==> config.mk <==
export PLATFORM = sky130hd
export DESIGN_NAME = ahbl_excl_monitor
export DESIGN_NICKNAME = d
export VERILOG_FILES = /design/src/rtl/ahbl_excl_monitor.sv
export SDC_FILE = /design/constraint.sdc
export NUM_CORES = 1
export LEC_CHECK = 0
export CORE_MARGIN = 2
export CORE_UTILIZATION = 35
export CTS_BUF_LIST = sky130_fd_sc_hd__clkbuf_4 sky130_fd_sc_hd__clkbuf_8 sky130_fd_sc_hd__clkbuf_16
export CTS_CLUSTER_SIZE = 20
export DETAILED_ROUTE_END_ITERATION = 8
export GPL_ROUTABILITY_DRIVEN = 1
export MAX_ROUTING_LAYER = met4
export PLACE_DENSITY = 0.72
export SYNTH_ARGS = -nofsm -noshare
export SYNTH_HDL_FRONTEND = slang
export SYNTH_SLANG_ARGS = --single-unit
==> constraint.sdc <==
create_clock -name clk -period 3.6 [get_ports clk]
set_clock_uncertainty 0.15 [all_clocks]
set_input_delay 1.08 -clock clk [delete_from_list [all_inputs] [get_ports clk]]
set_output_delay 1.08 -clock clk [all_outputs]
set_load 0.05 [all_outputs]
==> src/rtl/ahbl_excl_monitor.sv <==
// ahbl_excl_monitor: AHB-Lite exclusive monitor between the N:1 arbiter and a shared slave.
// Holds one reservation per master and completes failing exclusive stores locally with zero wait.
module ahbl_excl_monitor #(
  parameter int W_ADDR    = 32,
  parameter int W_DATA    = 32,
  parameter int N_MASTERS = 2,
  parameter int GRAN_LOG2 = 2
) (
  input  logic              clk,
  input  logic              rst_n,
  input  logic              src_hready,
  output logic              src_hready_resp,
  output logic              src_hresp,
  input  logic [W_ADDR-1:0] src_haddr,
  input  logic              src_hwrite,
  input  logic [1:0]        src_htrans,
  input  logic [2:0]        src_hsize,
  input  logic [3:0]        src_hprot,
  input  logic [W_DATA-1:0] src_hwdata,
  output logic [W_DATA-1:0] src_hrdata,
  input  logic              src_hexcl,
  input  logic [7:0]        src_hmaster,
  output logic              src_hexokay,
  output logic              dst_hready,
  input  logic              dst_hready_resp,
  input  logic              dst_hresp,
  output logic [W_ADDR-1:0] dst_haddr,
  output logic              dst_hwrite,
  output logic [1:0]        dst_htrans,
  output logic [2:0]        dst_hsize,
  output logic [3:0]        dst_hprot,
  output logic [W_DATA-1:0] dst_hwdata,
  input  logic [W_DATA-1:0] dst_hrdata
);
  localparam int W_IDX = N_MASTERS > 1 ? $clog2(N_MASTERS) : 1;
  localparam int W_G   = W_ADDR - GRAN_LOG2;

  logic [N_MASTERS-1:0] resv_valid_q, resv_valid_d;
  logic [W_G-1:0]       resv_gran_q [N_MASTERS];
  logic [W_G-1:0]       resv_gran_d [N_MASTERS];
  logic                 dp_active_q, dp_active_d, dp_local_q, dp_local_d;
  logic                 dp_excl_ok_q, dp_excl_ok_d, dp_excl_rd_q, dp_excl_rd_d;
  logic [W_IDX-1:0]     dp_master_q, dp_master_d;
  logic                 acc, m_ok, pass, ex_rd, ex_wr, nm_wr, err_clr;
  logic [W_IDX-1:0]     m;
  logic [W_G-1:0]       g;

  assign acc   = src_hready & src_htrans[1];
  assign m     = src_hmaster[W_IDX-1:0];
  assign m_ok  = 32'(src_hmaster) < N_MASTERS;
  assign g     = src_haddr[W_ADDR-1:GRAN_LOG2];
  assign ex_rd = acc & src_hexcl & ~src_hwrite;
  assign ex_wr = acc & src_hexcl & src_hwrite;
  assign nm_wr = acc & ~src_hexcl & src_hwrite;
  assign pass  = m_ok & resv_valid_q[m] & (resv_gran_q[m] == g);
  // A bus error on an exclusive read must not leave a reservation behind
  assign err_clr = dp_active_q & dp_excl_rd_q & ~dp_local_q & dst_hresp;

  assign dst_hready = src_hready;
  assign dst_haddr  = src_haddr;
  assign dst_hwrite = src_hwrite;
  assign dst_htrans = (ex_wr & ~pass) ? 2'b00 : src_htrans;
  assign dst_hsize  = src_hsize;
  assign dst_hprot  = src_hprot;
  assign dst_hwdata = src_hwdata;

  assign src_hrdata      = dst_hrdata;
  assign src_hready_resp = dp_local_q ? 1'b1 : dst_hready_resp;
  assign src_hresp       = dp_local_q ? 1'b0 : dst_hresp;
  assign src_hexokay     = ~dp_local_q & dp_excl_ok_q & ~dst_hresp & dst_hready_resp;

  always_comb begin
    resv_valid_d = resv_valid_q;
    resv_gran_d  = resv_gran_q;
    if (err_clr) resv_valid_d[dp_master_q] = 1'b0;
    for (int k = 0; k < N_MASTERS; k++)
      if ((nm_wr | (ex_wr & pass)) && resv_gran_q[k] == g) resv_valid_d[k] = 1'b0;
    if (ex_wr & ~pass & m_ok) resv_valid_d[m] = 1'b0;
    // Placed last so a new reservation beats a same-cycle error clear
    if (ex_rd & m_ok) begin
      resv_valid_d[m] = 1'b1;
      resv_gran_d[m]  = g;
    end
  end

  assign dp_active_d  = src_hready ? src_htrans[1]               : dp_active_q;
  assign dp_local_d   = src_hready ? ex_wr & ~pass               : dp_local_q;
  assign dp_excl_ok_d = src_hready ? (ex_rd & m_ok) | (ex_wr & pass) : dp_excl_ok_q;
  assign dp_excl_rd_d = src_hready ? ex_rd & m_ok                : dp_excl_rd_q;
  assign dp_master_d  = src_hready ? m                           : dp_master_q;

  always_ff @(posedge clk or negedge rst_n) begin
    if (!rst_n) begin
      resv_valid_q <= '0;
      resv_gran_q  <= '{default: '0};
      dp_active_q  <= 1'b0;
      dp_local_q   <= 1'b0;
      dp_excl_ok_q <= 1'b0;
      dp_excl_rd_q <= 1'b0;
      dp_master_q  <= '0;
    end else begin
      resv_valid_q <= resv_valid_d;
      resv_gran_q  <= resv_gran_d;
      dp_active_q  <= dp_active_d;
      dp_local_q   <= dp_local_d;
      dp_excl_ok_q <= dp_excl_ok_d;
      dp_excl_rd_q <= dp_excl_rd_d;
      dp_master_q  <= dp_master_d;
    end
  end
endmodule

Word level (Yosys, flattened, before mapping)
Cells that the tools add are included.
Widths: inputs -> output; s select.
Cells by class
  magnitude comparators: 7
  equality and inequality tests: 3
  multiplexer cells: 20
  bitwise operators: 31
  reductions and logical operators: 5
Operators by type and width (number)
  $mux 30: 4
  $eq 30x30->1: 3
  $bwmux 60: 1
  $demux 30 s1: 1
  $and 1x1->1: 18
  $lt 8x2->1 const B: 1
  $mux 1: 8
  $mux 2: 4
  $logic_and 1x1->1: 5
  $not 1->1: 5
  $and 2x2->2: 2
  $lt 1x2->1 const B: 2
  $not 2->2: 2
  $demux 1 s1: 2
  $ge 1x1->1 const B: 2
  $ge 2x2->1 const B: 1
  $lt 2x1->1 const B: 1
  $not 1->2: 1
  $or 1x1->1: 2
  $or 2x2->2: 1
Word-level totals
  flip-flop bits (word level): 67
  input port bits: 120
  logic and storage cells: 74

Logic depth before layout (Yosys ltp)
Gate-level depths: netlist of run 1.
  depth after elaboration: 14
  gate-level depth with buffers: 7

Least setup slack after synthesis of run 1
OpenSTA, ideal clock, no wires.
  path type: input to output
  start: input src_hmaster[0]
  end: output dst_htrans[0]
  arrival time: 2.924 ns
  data required time: 2.370 ns
  slack: -0.554 ns
  cell stages on the path: 7
  buffers on the path: 1
  path through: buf_6 > mux2i_1 > xor2_1 > nand4_1 > nor4_4 > a21oi_2 > nor2b_1
Between the ends
  longest elaborated chain between the ends: 9
RTL lines
  start, declared: RTL line 22  | input logic [7:0] src_hmaster,
  $not 1->2 (implied by the code): RTL line 55  | assign pass = m_ok & resv_valid_q[m] & (resv_gran_q[m] == g);
  $mux 30 (implied by the code) (3 in a row): RTL line 55
  $eq 30x30->1: RTL line 55
  $and 1x1->1 (*): RTL line 55
  $not 1->1 (*): RTL line 62  | assign dst_htrans = (ex_wr & ~pass) ? 2'b00 : src_htrans;
  $and 1x1->1 (*): RTL line 62
  $mux 2 (*): RTL line 62
  end, declared: RTL line 29  | output logic [1:0] dst_htrans,
Mark *: on every way between the ends. The rest lies on a longest branch, timed or not. The select of a mux whose other input is x is not followed.

Worst setup path in the final report of run 1
  start: input src_hmaster[5]
  end: output dst_htrans[0]
Between the ends
  longest elaborated chain between the ends: 6
RTL lines
  $lt 8x2->1: RTL line 50  | assign m_ok = 32'(src_hmaster) < N_MASTERS;
  $and 1x1->1 (2 in a row): RTL line 55
  $not 1->1: RTL line 62
  $and 1x1->1: RTL line 62
  $mux 2: RTL line 62
Every way passes these cells.

==> results by group, run 1 <==
Global route
  • First-pass GRT wire length: 18400 um
  • Gr usage total: between 10% and 20%
  • Largest net degree at the start of global routing: 36
  • Initial antenna violation count: 2
  • Vias in the first global route: 3294
  • Overall overflow remaining after global route: 0

Final layout
  • Layout cell share with drive strength beyond 1: 47.8%
  • Nets: roughly 580
  • Non-Filler Instances: 630
  • Layout area overhead: 36.5%

Outcome
  • Failing checks: setup timing
  • Status: complete, but fails checks

Timing
  • Worst-margin pin slew: about 790 ps
  • Final-report hold violation count: 0
  • Slew Limit Fails: 0
  • Setup ws final: -475 ps
  • Final setup violation count: 2
  • Fmax: 0.245 GHz
  • RSZ-0062 raised after global routing: true
  • Total negative slack: -941 ps
  • Final period utilization: 113%
  • Slew HR: 47.2%
  • Crit path time final: 4070 ps
  • Fin Hold WS: 343 ps

Worst setup path
  • CP Class: in -> out
  • Crit path DAT: 2840 ps
  • Reg-to-reg setup timing slack: 790 ps
  • Worst setup EP type: output pin
  • Worst-path maximum fanout: 3
  • Setup crit start kind: primary input
  • Worst EP required: 2370 ps

Die
  • DIE WIDTH: about 120 um
  • Die Ht: between 100 and 150 um
  • Io pins: 230
  • CORE AREA: 12100 um2
  • Starting Density: 36.3%
  • Num rows: 40
  • Die ar.: 13500 um2

Clock tree
  • Clock Tree Buf Depth: 2
  • Clk root buf: clkbuf_16
  • Num CTS Buffers: 9
  • Clk_lat worst skew: roughly 330 ps
  • TritonCTS clock tree: yes
  • Post-CTS Hold Fix Bufs: 0
  • H-tree levels: 3
  • CTS sink cnt: 67
  • Clock transition at path regs: approximately 50 ps

Power
  • Pwr Density: 336 nW/um2
  • Max VDD drop: 207 uV
  • Design Power: ~2 mW
  • Pleak: 2.95 nW

Logic synthesis
  • Seq cells post-synth: 67
  • Post-synth EDFFs: 0
  • Post-synthesis sequential area ratio: 38.2%
  • Top FF cell, synth: dfrtp_1
  • Average size of a mapped cell: ~11 um2
  • Synthesized area: 4390 um2
  • Ys Warns: 0
  • Async set-reset flop share out of synthesis: 100%
  • Cell variety after synth: 36
  • Post-Synthesis Cells: roughly 400
  • Synth Net Count: 518

Place
  • Routability cong.: 0.828
  • # port buffers: just over 80
  • DP HPWL: 9190 um
  • Placed cells: slightly below 600

Routing
  • 1st-pass router iterations: 4
  • Starting DRC count in detailed routing: 162
  • DRC: 0
  • Final wirelength: 12500 um
  • Via count: 3105
  • Post-route ant nets: 0
  • Post-DR wirelength/cell: around 20 um
  • Vias/cell: 4.93

Flow run
  • Max-cap violations: 0

Worst hold path
  • Worst min-delay path class: reg -> reg
sequential cells by signal, indices dropped and copies added (netlist names):
register      flops
dp_active_q       1
dp_excl_ok_q      1
dp_excl_rd_q      1
dp_local_q        1
dp_master_q       1
resv_gran_q      60
resv_valid_q      2
metrics by stage:
step | worst slack, ps | utilization, % | instance area [um2]
3_3_place_gp | -856 | 44.4 | 5380
5_1_grt | -535 | 49.5 | 5990
2_1_floorplan | -153 | - | 4420
3_5_place_dp | -909 | 44.4 | 5380
6_report | -475 | 49.5 | 5990
4_1_cts | -447 | 48.7 | 5900
worst max-delay path, stage by stage:
cell           delay [ps]
dlygate4sd2_1         230
nor3_1                220
buf_4                 160
and2_4                150
nand4_1               160
nor4_4                410
a21oi_4               140
nor2b_4               160
buf_12                140
cells in the mapped netlist (4+ instances only):
cell	n	area share, %
nor2b_1	4	0.57
dfrtp_1	67	38
nor4_1	11	1.6
xnor2_1	21	4.2
buf_2	7	0.80
nand2_1	8	0.68
nor3_1	5	0.57
buf_4	105	18
mux2_2	60	15
nand4_1	12	1.7
o21ai_0	4	0.46
mux2i_1	11	2.5
nand3_1	6	0.68
xor2_1	49	9.8
layout make-up:
| type | count | area (um2) |
|---|---|---|
| clock inverter | 2 | 10.0 |
| fill | 1066 | 6120 |
| timing repair buffer | 160 | 1780 |
| inverter | 2 | 7.51 |
| tap | 168 | 210 |
| antenna | 2 | 5.00 |
| clock buffer | 13 | 274 |
| multi-input combinational | 216 | 2030 |
| sequential | 67 | 1680 |
path summary, 6_finish.rpt:
path | startpoint | endpoint | cells past startpoint
worst max-delay path | src_hmaster[5] | dst_htrans[0] | 9
worst min-delay path | dp_excl_rd_q | dp_excl_rd_q | 1
worst max register to register | resv_gran_q[6] | resv_valid_q[0] | 16
worst min register to register | dp_excl_rd_q | dp_excl_rd_q | 1
max in group asynchronous | rst_n | resv_gran_q[43] | 2
min in group asynchronous | rst_n | resv_gran_q[9] | 1
routing by layer:
| layer | wire length, um | up-vias | GRT usage (%) | part of all wire, % |
|---|---|---|---|---|
| met5 | 0 | - | - | 0 |
| met4 | 437 | 0 | 8.33 | 3.5 |
| met3 | 1250 | 50 | 6.54 | 10 |
| met2 | 6500 | 177 | 32.5 | 52 |
| met1 | 4350 | 1500 | 19.3 | 35 |
| li1 | - | 1378 | - | - |
repair_timing:
action                                  in CTS  in global routing
hold endpoints to repair                     0                  0
endpoints found under the setup margin       2                  4
gates resized for setup                     52                 23
buffers inserted                            24                  8
pin swaps                                   22                 16
cells by family after synthesis:
group / Yosys count / share of synthesized area [%]
compound gates: 17 / 2.56
xor+xnor: 70 / 14.0
buf+inv: 115 / 19.2
flops: 67 / 38.2
mux: 72 / 18.1
simple gates: 57 / 7.98
power breakdown:
group | internal [mW] | switching [mW]
Sequential | 0.762 | 0.00676
Clock | 0.524 | 0.314
Combinational | 0.198 | 0.210
placed cells by master (no fill, tap or decap), types with 3 or more instances in the layout:
master and count:
clkbuf_8 3, mux2i_1 10, nor4_1 5, clkbuf_16 9
dfrtp_1 67, xor2_1 48, xnor2_2 7, dlygate4sd2_1 23
nand3_1 5, a21oi_1 3, clkdlybuf4s50_1 10, clkdlybuf4s15_1 4
xnor2_1 14, o21ai_0 4, nand2_1 8, nor3_1 4
dlymetal6s2s_1 4, nor4_2 6, mux2_2 60, nand4_1 12
buf_12 39, buf_4 75
Power figures use the tool's default switching activity.
==> run 2, diff against run 1 <==
Settings changed: CORE_ASPECT_RATIO set to 1.4.
==> results by group, run 2 (synthesized netlist as in run 1, its figures left out) <==
Timing
  • RSZ-0062 raised after global routing: true
  • Crit path time final: 4050 ps (-20.6 ps)
  • Final period utilization: 113% (-0.57 points)
  • Final setup violation count: 5 (+3)
  • Slew HR: 55.3% (+8.1 points)
  • Final-report hold violation count: 0 (unchanged)
  • Fmax: 0.247 GHz (+0.51%)
  • Worst-margin pin slew: 670 ps (-122 ps)
  • Setup ws final: -454 ps (+20.6 ps)
  • Slew Limit Fails: 0 (unchanged)

Clock tree
  • Clock Tree Buf Depth: 2 (unchanged)
  • H-tree levels: 3 (unchanged)
  • Num CTS Buffers: 9 (unchanged)
  • TritonCTS clock tree: yes
  • CTS sink cnt: 67 (unchanged)
  • Post-CTS Hold Fix Bufs: 0 (unchanged)
  • Clk_lat worst skew: 340 ps (about the same)
  • Clk root buf: clkbuf_16
  • Clock transition at path regs: 60 ps (about the same)

Final layout
  • Filler Cells Inserted: 1058 (-0.75%)
  • Largest regs: resv_gran_q x60, resv_valid_q x2
  • Nets: 594 (+3.1%)
  • Layout area overhead: 42.2%
  • Non-Filler Instances: 629 (-0.16%)
  • Layout cell share with drive strength beyond 1: 52.7% (+4.9 points)
  • Most flop-heavy register: resv_gran_q
  • Design Area, Final: 6240 um2 (+4.2%)
  • Commonest non-fill, non-tap cell in the layout: buf_4
  • Util after Layout: 50.7% (+1.2 points)
  • Most frequent cells in the layout: buf_4, dfrtp_1, mux2_2, xor2_1, buf_12
  • Max reg flops: 60 (unchanged)

Die
  • Starting Density: 35.7% (-0.59 points)
  • Num rows: 48 (+20%)
  • Die ar.: 13500 um2 (about the same)
  • CORE AREA: 12300 um2 (+1.7%)
  • Io pins: 230 (unchanged)
  • Die Ht: 137 um (+18%)
  • DIE WIDTH: 98.7 um (-15%)

Power
  • Pwr Density: 334 nW/um2 (-0.55%)
  • Max VDD drop: 247 uV (+19%)
  • Pleak: 3.08 nW (+4.5%)
  • Design Power: 2.09 mW (+3.6%)

Worst setup path
  • Crit path DAT: 2820 ps (-20 ps)
  • Worst EP required: 2370 ps (about the same)
  • CP max stage cell: nor4_2
  • Crit path largest cell delay: 390 ps (-20 ps)
  • Setup crit start kind: primary input
  • Top delay family on crit path: simple AND/OR/NAND/NOR gates
  • Crit. path cell count: 8 (-1)
  • Worst setup EP type: output pin
  • R2R cell count: 19 (+3)
  • CP Class: in -> out
  • Worst-path maximum fanout: 3 (unchanged)
  • CP Cell Sequence: dlygate4sd2_1 -> xor2_1 -> nor4_2 -> nand4_1 -> mux2i_2 -> a21oi_4 -> nor2b_4 -> buf_12
  • WP buf/inv: 2 (-1)

Routing
  • Post-DR wirelength/cell: 21.9 um (+9.9%)
  • DRC: 0 (unchanged)
  • Final wirelength: 13800 um (+9.7%)
  • Post-route ant nets: 0 (unchanged)
  • Starting DRC count in detailed routing: 143 (-12%)
  • Via count: 3108 (+0.097%)
  • Vias/cell: 4.94 (+0.26%)
  • 1st-pass router iterations: 4 (unchanged)

Global route
  • First-pass GRT wire length: 19200 um (+4.3%)
  • Gr usage total: 19.9% (+1.1 points)
  • Overall overflow remaining after global route: 0 (unchanged)
  • Vias in the first global route: 3330 (+1.1%)
  • Initial antenna violation count: 1 (-1)
  • Largest net degree at the start of global routing: 41 (+14%)

Flow run
  • Max-cap violations: 0 (unchanged)

Place
  • Placed cells: 573 (-2.1%)
  • Place WS: -864 ps (+44.8 ps)
  • DP HPWL: 10100 um (+10%)
  • Area post-placement: 5420 um2 (+0.65%)
  • # port buffers: 83 (unchanged)
  • Routability cong.: 0.836 (+0.98%)

Worst hold path
  • Worst hold stages: 1 (unchanged)
  • Worst min-delay path class: reg -> reg

Outcome
  • Failing checks: setup timing
  • Status: complete, but fails checks
[run 2: cell types whose count changed in the layout (fill, tap and decap cells not counted), sizes merged, moves of 3 or more]
cell	previous run	this run
buf	116	133
dlygate4sd2	23	19
clkbuf	15	18
clkdlybuf4s50	10	13
[run 2: repair_timing]
action,4_1_cts,5_1_grt
pin swaps,22,12
cloned,0,3
endpoints found under the setup margin,2,59
setup buffers,28,10
resized for setup,71,23
[run 2: path summary, 6_finish.rpt]
path	start	slack, ps	end
max in group asynchronous	rst_n	2020	resv_gran_q[8]
hold reg to reg	dp_excl_rd_q	330	dp_excl_rd_q
min in group asynchronous	rst_n	630	resv_gran_q[26]
hold / removal	dp_excl_rd_q	330	dp_excl_rd_q
setup / recovery	src_haddr[19]	-450	dst_htrans[0]
setup reg to reg	resv_gran_q[24]	630	resv_valid_q[0]
[run 2: report_power, final]
part	switching, mW	internal (mW)	leakage, nW
Clock	0.315	0.584	0.153
Combinational	0.213	0.208	2.00
Sequential	0.00634	0.762	0.930
Total	0.534	1.55	3.08
[run 2: area by class of cell]
cell class / instances / area, um2 / share of cell area [%]
flip-flops and latches: 67 / 1680 / 26.8
clock buffers: 13 / 268 / 4.29
clock inverters: 2 / 35.0 / 0.561
multi-input cells: 216 / 2090 / 33.5
repair buffers: 178 / 1980 / 31.6
well taps: 150 / 188 / 3.01
inverters: 2 / 7.51 / 0.120
diodes: 1 / 2.50 / 0.0401
[run 2: metrics by stage]
step	TNS [ps]	hold slack, ps
2_1_floorplan	-307	303
3_3_place_gp	-1790	314
3_5_place_dp	-1720	319
4_1_cts	-956	331
5_1_grt	-4540	349
6_report	-1080	332
[run 2: worst register-to-register path, delay by kind of cell, from the launching register on]
kind,cells,cell delay [ps]
buf+inv,13,1610
compound gates,3,290
flops,1,400
simple gates,1,110
mux,1,180
xor+xnor,1,120
[run 2: layer usage]
metal  up-vias  global-route usage, %  part of all wire (%)
li1       1418                      -                     -
met1      1492                   16.6                    30
met2       141                   36.5                    55
met3        57                   9.50                    11
met4         0                   9.74                   4.5
met5         -                      -                     0
